--- src/rtl/pseudo_spi_capture.sv ---
// Scan-chain readback: captures PIN into the chain, shifts it out via SI, packs LSB-first bytes into SRAM.
// Optional PSEUDO_SPI_CAPTURE_FREQ_DIV_EN adds FREQ_DIV to stretch every CAPT/SHIFT phase to FREQ_DIV+1 clocks.
module pseudo_spi_capture #(
  parameter int MEMORY_DATA_WIDTH = 8,
  parameter int MEMORY_ADDR_WIDTH = 9,
  parameter int RESERVED_DATA_LEN = 8
) (
  input  logic                         CLK,
  input  logic                         rst_n,
`ifdef PSEUDO_SPI_CAPTURE_FREQ_DIV_EN
  input  logic [7:0]                   FREQ_DIV,
`endif
  input  logic                         BGN,
  input  logic [MEMORY_ADDR_WIDTH-1:0] ADDR_END,
  input  logic [RESERVED_DATA_LEN-1:0] DATA_LEN,
  input  logic                         SI,
  output logic                         SCLK1,
  output logic                         SCLK2,
  output logic                         SEL,
  output logic                         CEN,
  output logic                         WEN,
  output logic [MEMORY_ADDR_WIDTH-1:0] A,
  output logic [MEMORY_DATA_WIDTH-1:0] D,
  output logic                         spi_is_done
);

  localparam int BIT_W = (MEMORY_DATA_WIDTH > 1) ? $clog2(MEMORY_DATA_WIDTH) : 1;
  localparam logic [BIT_W-1:0] LAST_BIT = BIT_W'(MEMORY_DATA_WIDTH - 1);

  typedef enum logic [2:0] {
    IDLE,
    CAPT,
    SHIFT,
    WRITE,
    LOOP,
    DONE
  } state_t;

  state_t                         state_q, state_d;
  logic [1:0]                     phase_q, phase_d;
  logic [BIT_W-1:0]               bitCnt_q, bitCnt_d;
  logic [RESERVED_DATA_LEN-1:0]   byteCnt_q, byteCnt_d;
  logic [MEMORY_ADDR_WIDTH-1:0]   addrCnt_q, addrCnt_d;
  logic [MEMORY_DATA_WIDTH-1:0]   shiftReg_q, shiftReg_d;
  logic                           phaseEnd;

`ifdef PSEUDO_SPI_CAPTURE_FREQ_DIV_EN
  logic [7:0] freqDiv_q, freqDiv_d;
  logic [7:0] divCnt_q, divCnt_d;

  assign phaseEnd = (divCnt_q == freqDiv_q);

  always_ff @(posedge CLK or negedge rst_n) begin
    if (!rst_n) begin
      freqDiv_q <= '0;
      divCnt_q  <= '0;
    end else begin
      freqDiv_q <= freqDiv_d;
      divCnt_q  <= divCnt_d;
    end
  end
`else
  assign phaseEnd = 1'b1;
`endif

  always_ff @(posedge CLK or negedge rst_n) begin
    if (!rst_n) begin
      state_q    <= IDLE;
      phase_q    <= '0;
      bitCnt_q   <= '0;
      byteCnt_q  <= '0;
      addrCnt_q  <= '0;
      shiftReg_q <= '0;
    end else begin
      state_q    <= state_d;
      phase_q    <= phase_d;
      bitCnt_q   <= bitCnt_d;
      byteCnt_q  <= byteCnt_d;
      addrCnt_q  <= addrCnt_d;
      shiftReg_q <= shiftReg_d;
    end
  end

  always_comb begin
    state_d     = state_q;
    phase_d     = phase_q;
    bitCnt_d    = bitCnt_q;
    byteCnt_d   = byteCnt_q;
    addrCnt_d   = addrCnt_q;
    shiftReg_d  = shiftReg_q;
    SCLK1       = 1'b0;
    SCLK2       = 1'b0;
    SEL         = 1'b0;
    CEN         = 1'b1;
    WEN         = 1'b1;
    spi_is_done = 1'b0;
`ifdef PSEUDO_SPI_CAPTURE_FREQ_DIV_EN
    freqDiv_d = freqDiv_q;
    divCnt_d  = divCnt_q;
    if (state_q == CAPT || state_q == SHIFT) begin
      divCnt_d = phaseEnd ? 8'd0 : divCnt_q + 8'd1;
    end
`endif

    case (state_q)
      IDLE: begin
        if (BGN) begin
          addrCnt_d = ADDR_END;
          byteCnt_d = DATA_LEN;
          bitCnt_d  = '0;
          phase_d   = '0;
          state_d   = CAPT;
`ifdef PSEUDO_SPI_CAPTURE_FREQ_DIV_EN
          freqDiv_d = FREQ_DIV;
          divCnt_d  = '0;
`endif
        end
      end

      CAPT: begin
        SEL   = 1'b1;
        SCLK1 = (phase_q == 2'd0);
        SCLK2 = (phase_q == 2'd2);
        if (phaseEnd) begin
          phase_d = phase_q + 2'd1;
          if (phase_q == 2'd3) begin
            state_d = SHIFT;
          end
        end
      end

      // Sample before pulsing so the first bit is the captured last-cell value.
      SHIFT: begin
        SCLK1 = (phase_q == 2'd1);
        SCLK2 = (phase_q == 2'd3);
        if (phaseEnd) begin
          phase_d = phase_q + 2'd1;
          if (phase_q == 2'd0) begin
            shiftReg_d = {SI, shiftReg_q[MEMORY_DATA_WIDTH-1:1]};
          end
          if (phase_q == 2'd3) begin
            if (bitCnt_q == LAST_BIT) begin
              bitCnt_d = '0;
              state_d  = WRITE;
            end else begin
              bitCnt_d = bitCnt_q + 1'b1;
            end
          end
        end
      end

      WRITE: begin
        CEN     = 1'b0;
        WEN     = 1'b0;
        state_d = LOOP;
      end

      LOOP: begin
        addrCnt_d = addrCnt_q - 1'b1;
        if (byteCnt_q == '0) begin
          state_d = DONE;
        end else begin
          byteCnt_d = byteCnt_q - 1'b1;
          state_d   = SHIFT;
        end
      end

      DONE: begin
        spi_is_done = 1'b1;
        if (!BGN) begin
          state_d = IDLE;
        end
      end

      default: state_d = IDLE;
    endcase
  end

  assign A = addrCnt_q;
  assign D = shiftReg_q;

endmodule

--- config.mk ---
export PLATFORM = sky130hd
export DESIGN_NAME = pseudo_spi_capture
export DESIGN_NICKNAME = d
export VERILOG_FILES = /design/src/rtl/pseudo_spi_capture.sv
export SDC_FILE = /design/constraint.sdc
export NUM_CORES = 1
export LEC_CHECK = 0
export ABC_AREA = 1
export CAP_MARGIN = 20
export CORE_ASPECT_RATIO = 0.5
export CORE_MARGIN = 3
export CORE_UTILIZATION = 52
export DETAILED_ROUTE_END_ITERATION = 10
export GPL_TIMING_DRIVEN = 0
export HOLD_SLACK_MARGIN = 0.1
export PLACE_DENSITY = 0.8
export REMOVE_ABC_BUFFERS = 1
export SYNTH_ARGS = -nofsm -noshare
export SYNTH_HDL_FRONTEND = slang
export SYNTH_SLANG_ARGS = --single-unit
--- constraint.sdc ---
create_clock -name CLK -period 2.9 [get_ports CLK]
set_clock_uncertainty 0.2 [all_clocks]
set_input_delay 0.58 -clock CLK [delete_from_list [all_inputs] [get_ports CLK]]
set_output_delay 0.58 -clock CLK [all_outputs]
set_load 0.01 [all_outputs]
==> results.md, run 1 <==
- Overall routed net length: 4629 µm
- Total DRC errors in the routed layout: 0
- DIE AREA: 4824 µm²
- Critical Path End Type: output port
- Part of the power in combinational logic: 8.5%
- Worst path required time: 2.12 ns
- Max clock buf depth: 2
- Length in cells of the worst reg-to-reg path: 8
- Number of CTS-inserted buffers: 5
- Detail Placement HPWL: 3287 µm
- RSZ-0062 raised after global routing: no
- Critical path destination: SCLK2
- Routed len/inst: 12.34 µm
- Vias in the first global route: 1931
- Ys async rst share: 100.0%
- Arrival @ worst endpoint: 1.92 ns
- Headroom to the max-slew limit: 50.21%
- Final setup violation count: 0
- Final net count: 353
- Core box area: 3622 µm²
- Routability-driven placement congestion ratio: 0.8304
- Synth cell types: 28
- Total power density per cell area: 342.9 nW/µm²
- Final clock period utilization by the worst path: 93.01%
- Max Freq: 0.3708 GHz
- Starting density of the core: 57.20%
- Area of all placed cells without fillers: 2595 µm²
- Total of fill cells in the finished design: 295
- Die width: 95.27 µm
- Number of levels the H-tree was split into: 2
- Warnings from Yosys: 0
- Endpoints failing hold: 0
- Initial antenna violation count: 0
- Most used flip-flop cell after synthesis: dfrtp_1
- Fraction of the yosys area taken by sequential cells: 39.86%
- DRT antenna net count: 0
- Die outline height: 50.64 µm
- Leak pwr: 1.272 nW
- Setup slack of the most critical reg-to-reg path: 1.12 ns
- Setup TNS: 0 ns
- Number of maximum-capacitance constraint violations: 0
- Initial DRT Pass Iterations: 4
- Flops & latches, synth: 33
- Total of hold buffers inserted after clock tree synthesis: 0
- Clock tree from TritonCTS: yes
- Crit path time final: 2.697 ns
- Total GRT Usage: 21.83%
- Number of vias per cell: 5.120
- Std-Cell Rows: 15
- Area Overhead vs Synth: 25.24%
- Port Buffers: 43
- Critical path cell sequence: nor2_1, nand2_1, inv_2, nand2_1, nand2_1, clkdlybuf4s50_1
- Hold WC Path Type: in2async
- Cell types occupying the most area after synthesis: dfrtp_1, nand2_1, nand3_1
- Number of synthesized flops with an enable pin: 0
- Number of vias after detailed routing: 1920
- Final standard cell count with taps included and fillers excluded: 375
- Most frequently used cell type in the post-synthesis netlist: nand2_1
- Instance count of the mapped netlist: 279
- Cell type with the largest total area after synthesis: dfrtp_1
- IO Pins: 44
- Start of the worst register-to-register path: state_q[0]$_DFFE_PN0P_
- Share of power burned in registers: 53.3%
- Clock Pin Slew Worst Setup and Hold Paths: 0.07 ns
- Startpoint class of the critical path: register
- Worst stage delay on the critical path: 0.54 ns
- Pins Over Slew Limit: 0
- Switching power of the nets: 211.9 µW
- Cts repair resizes: 0
- Number of antenna repair diodes: 0
- Slew of the pin with the lowest slew margin: 0.7469 ns
- Mean area per synthesized cell: 7.426 µm²
- GRT overflow: 0
- Fraction of power spent switching nets: 23.82%
- Pin count of the biggest net entering global routing: 34
- Post-CTS repair timing setup buffer count: 0
- Result of the run: finished clean
- Clk network pwr share: 38.2%
- Endpoint of the most critical register-to-register path: byteCnt_q[4]$_DFFE_PN0P_
- Worst vdd ir: 0.2447 mV
- Internal power: 677.9 µW
- Count of placed standard cells including taps: 367
- Clk root buf: clkbuf_8
- Total power of the final layout: 889.8 µW
- Standard cell area after detailed placement: 2509 µm²
- Slowest library cell on the worst path: clkdlybuf4s50_1
- DRT iter0 DRCs: 99
- Top fanout value on the critical path: 7
- Clock latency on the worst-skew pair: 0.28 ns
- Cell Area, Synth: 2072 µm²
- Fraction of layout instances using a drive strength above 1: 8.333%
- Hold Worst Slack: 0.1574 ns
- Critical setup path kind: reg2out
- Top post-synthesis cells by count: nand2_1, nand3_1, dfrtp_1, inv_1, nor2_1
- Num Clock Sinks: 33
- Beginning of the critical path: state_q[0]$_DFFE_PN0P_
- First-pass GRT wire length: 8286 µm
- Cell repeated most along the worst path: nand2_1
- Top cell type's share of synthesized area: 39.86%
[routing by layer]
layer	track usage, %	wire length, µm
met1	26.97	2170
met2	37.66	2162
met3	5.539	231
met4	6.459	65
met5	0	0
[per-stage QoR]
step | utilization, % | worst slack, ns
final | 71.64 | 0.2028
after global routing | 71.64 | 0.08058
after CTS | 71.64 | 0.1893
after detailed placement | 69.26 | 0.5037
after global placement | 69.40 | 0.3326
after floorplan | - | 1.137
[power groups by stage]
stage                     Sequential (mW)  Combinational (mW)  Clock, mW
after floorplan                     0.486              0.0182          0
after global placement              0.483              0.0759          0
after detailed placement            0.483              0.0762          0
after CTS                           0.474              0.0767      0.349
after global routing                0.475              0.0832      0.370
final                               0.474              0.0752      0.340
[worst min path at each step]
stage                      from                to  slack, ns  cells past startpoint
6_report                  rst_n  A[8]$_DFFE_PN0P_       0.16                      1
5_1_grt                   rst_n  A[8]$_DFFE_PN0P_       0.21                      1
4_1_cts                   rst_n  A[6]$_DFFE_PN0P_       0.19                      1
3_5_place_dp   D[0]$_DFFE_PN0P_  D[0]$_DFFE_PN0P_       0.26                      2
3_3_place_gp   D[0]$_DFFE_PN0P_  D[0]$_DFFE_PN0P_       0.26                      2
2_1_floorplan             rst_n  A[0]$_DFFE_PN0P_       0.08                      0
[flip-flops by register name (all words and copies together), names as in the netlist]
register   cells
A              9
D              8
bitCnt_q       3
byteCnt_q      8
phase_q        2
state_q        3
[logic make-up (layout without fill, tap and decap cells)]
kind of cell / after synthesis / count (layout) / synth area share (%)
AND/OR/NAND/NOR: 162 / 162 / 35.45
adder cells (fa/ha/maj): 9 / 9 / 5.435
AO/OA/AOI/OAI: 33 / 33 / 9.723
flip-flops: 33 / 33 / 39.85
buffers and inverters: 42 / 87 / 9.541
[cells in the final DEF (no fill, tap or decap), drive strengths merged, types with 3 or more instances in the layout]
master,instances
a21oi,5
clkbuf,5
clkdlybuf4s50,42
dfrtp,33
ha,9
inv,36
nand2,85
nand3,37
nand4,3
nor2,30
o21ai,23
or2,4
[critical path: cells and delay by family (launching register included)]
kind | cells | cell delay (ns)
buffers and inverters | 2 | 0.69
DFF | 1 | 0.47
and+or+nand+nor | 4 | 0.46
[layout make-up]
type                    instances  area, µm²  share of cell area (%)
clock buffers                   5      68.82                   2.652
clock inverters                 3      17.52                  0.6750
inverters                      36      145.1                   5.593
multi-input cells             204       1049                   40.41
flip-flops and latches         33      825.8                   31.82
well taps                      51      63.81                   2.459
repair buffers                 43      425.4                   16.39
No activity file was read; power rests on OpenSTA's default activity.
==> run 2: changes to the inputs <==
- CORE_MARGIN: 3 -> not set
- RECOVER_POWER: not set -> 100
- TNS_END_PERCENT: not set -> 1
==> run 2 against run 1 <==
The flow now finishes with violations (capacitance limit, slew limit). Critical path depth down 1. Sequential share of layout area up 0.31 points. Routed wire length down 3.3%. Critical path type unchanged. Power up 4.7%. Global-route usage up 1.9 points. Highest routed layer unchanged. Fmax up 0.26%. Final area down 0.96%. Final cell count unchanged. First-iteration DRC count down 3.0%. Core utilization down 0.69 points.
==> results.md, run 2 (synthesis gave the netlist of run 1 again) <==
- Total DRC errors in the routed layout: 0
- Initial antenna violation count: 0
- Starting density of the core: 57.20%
- Hold Worst Slack: 0.2751 ns
- Total power of the final layout: 932.0 µW
- Result of the run: finished with violations
- Std-Cell Rows: 15
- Number of CTS-inserted buffers: 5
- Number of vias after detailed routing: 1905
- Post-CTS repair timing setup buffer count: 0
- Endpoints failing hold: 0
- Number of flip-flops in the largest register: 9
- Beginning of the critical path: state_q[0]$_DFFE_PN0P_
- Standard cell area after detailed placement: 2509 µm²
- Top fanout value on the critical path: 7
- Critical Path End Type: output port
- Total GRT Usage: 23.74%
- Final net count: 353
- Setup TNS: 0 ns
- Clock latency on the worst-skew pair: 0.29 ns
- Startpoint class of the critical path: register
- Slew of the pin with the lowest slew margin: 1.770 ns
- Routability-driven placement congestion ratio: 0.8618
- Final setup violation count: 0
- Die width: 91.27 µm
- Clock tree from TritonCTS: yes
- IO Pins: 44
- Pins Over Slew Limit: 34
- Number of levels the H-tree was split into: 2
- Worst Hold Endpoint: D[0]$_DFFE_PN0P_
- Total of hold buffers inserted after clock tree synthesis: 0
- Clk network pwr share: 41.6%
- GRT overflow: 0
- Routed len/inst: 11.93 µm
- Max clock buf depth: 2
- Total of fill cells in the finished design: 313
- DRT iter0 DRCs: 96
- Critical setup path kind: reg2out
- Cts repair resizes: 0
- Vias in the first global route: 1746
- Switching power of the nets: 208.6 µW
- Final clock period utilization by the worst path: 92.76%
- Share of power burned in registers: 50.9%
- DIE AREA: 4256 µm²
- Worst path required time: 2.12 ns
- Arrival @ worst endpoint: 1.91 ns
- Number of vias per cell: 5.080
- Top library cells by usage in the layout, fill and taps aside: nand2_1, nand3_1, dfrtp_1, inv_1, nor2_1
- Number of antenna repair diodes: 0
- Headroom to the max-slew limit: -18.00%
- Leak pwr: 1.276 nW
- Hold-critical path depth: 2
- DRT antenna net count: 0
- Hold path startpoint: D[0]$_DFFE_PN0P_
- Area Overhead vs Synth: 24.03%
- Fraction of layout instances using a drive strength above 1: 6.173%
- First-pass GRT wire length: 7521 µm
- Fraction of power spent switching nets: 22.39%
- Utilization of the core after routing: 70.95%
- Die outline height: 46.64 µm
- RSZ-0062 raised after global routing: no
- Hold WC Path Type: reg2reg
- Leading cell type in the layout, fill and taps excluded: nand2_1
- Clk root buf: clkbuf_8
- Endpoint of the most critical register-to-register path: bitCnt_q[0]$_DFFE_PN0P_
- Port Buffers: 43
- Start of the worst register-to-register path: state_q[0]$_DFFE_PN0P_
- Clock Pin Slew Worst Setup and Hold Paths: 0.07 ns
- Num Clock Sinks: 33
- Pin count of the biggest net entering global routing: 34
- Length in cells of the worst reg-to-reg path: 7
- Violations in the final reports: capacitance limit, slew limit
- Number of maximum-capacitance constraint violations: 1
- Setup slack of the most critical reg-to-reg path: 0.58 ns
- Detail Placement HPWL: 3237 µm
- Area of all placed cells without fillers: 2570 µm²
- Max Freq: 0.3717 GHz
- Crit path time final: 2.690 ns
- Worst vdd ir: 0.2518 mV
- Part of the power in combinational logic: 7.6%
- Core box area: 3622 µm²
- Initial DRT Pass Iterations: 4
- Total power density per cell area: 362.7 nW/µm²
- Overall routed net length: 4475 µm
- Internal power: 723.4 µW
[run 2: final cells by class]
| type | instances | area (µm²) | area share (%) |
|---|---|---|---|
| clock inverter | 1 | 5.005 | 0.1947 |
| clock buffer | 7 | 96.34 | 3.749 |
| multi-input combinational | 204 | 1011 | 39.34 |
| timing repair buffer | 43 | 424.2 | 16.50 |
| inverter | 36 | 143.9 | 5.599 |
| tap | 51 | 63.81 | 2.483 |
| sequential | 33 | 825.8 | 32.13 |
[run 2: per-stage QoR]
stage / instances / setup slack, ns
6_report: 375 / 0.2099
5_1_grt: 375 / 0.05220
4_1_cts: 375 / 0.1981
3_5_place_dp: 367 / 0.5300
3_3_place_gp: 367 / 0.3347
2_1_floorplan: 273 / 1.137
[run 2: how the worst max path moves through the flow]
| stage | end | slack, ns | cells after the start |
|---|---|---|---|
| floorplan | SCLK2 | 1.14 | 5 |
| global placement | A[8]$_DFFE_PN0P_ | 0.33 | 1 |
| detailed placement | SCLK2 | 0.53 | 6 |
| CTS | SCLK2 | 0.20 | 6 |
| global route | SCLK2 | 0.05 | 6 |
| finish | SCLK1 | 0.21 | 5 |
[run 2: critical path, stage by stage, from the launching register on]
cell	delay (ns)
dfrtp_1	0.47
nor2_1	0.16
nand2_1	0.11
inv_2	0.13
a22o_1	0.14
dlygate4sd3_1	0.60
[run 2: power groups by stage]
stage	logic [mW]	clock network (mW)	registers, mW
global route	0.0790	0.416	0.475
finish	0.0706	0.387	0.474
floorplan	0.0182	0	0.486
global placement	0.0758	0	0.483
CTS	0.0766	0.398	0.474
detailed placement	0.0762	0	0.483
[run 2: layer usage]
| metal | vias to the layer above | routed length (µm) | track usage [%] |
|---|---|---|---|
| met2 | 38 | 2108 | 42.88 |
| met4 | 0 | 42 | 9.841 |
| li1 | 983 | - | - |
| met1 | 879 | 2116 | 28.63 |
| met5 | - | 0 | 0 |
| met3 | 5 | 207 | 5.446 |
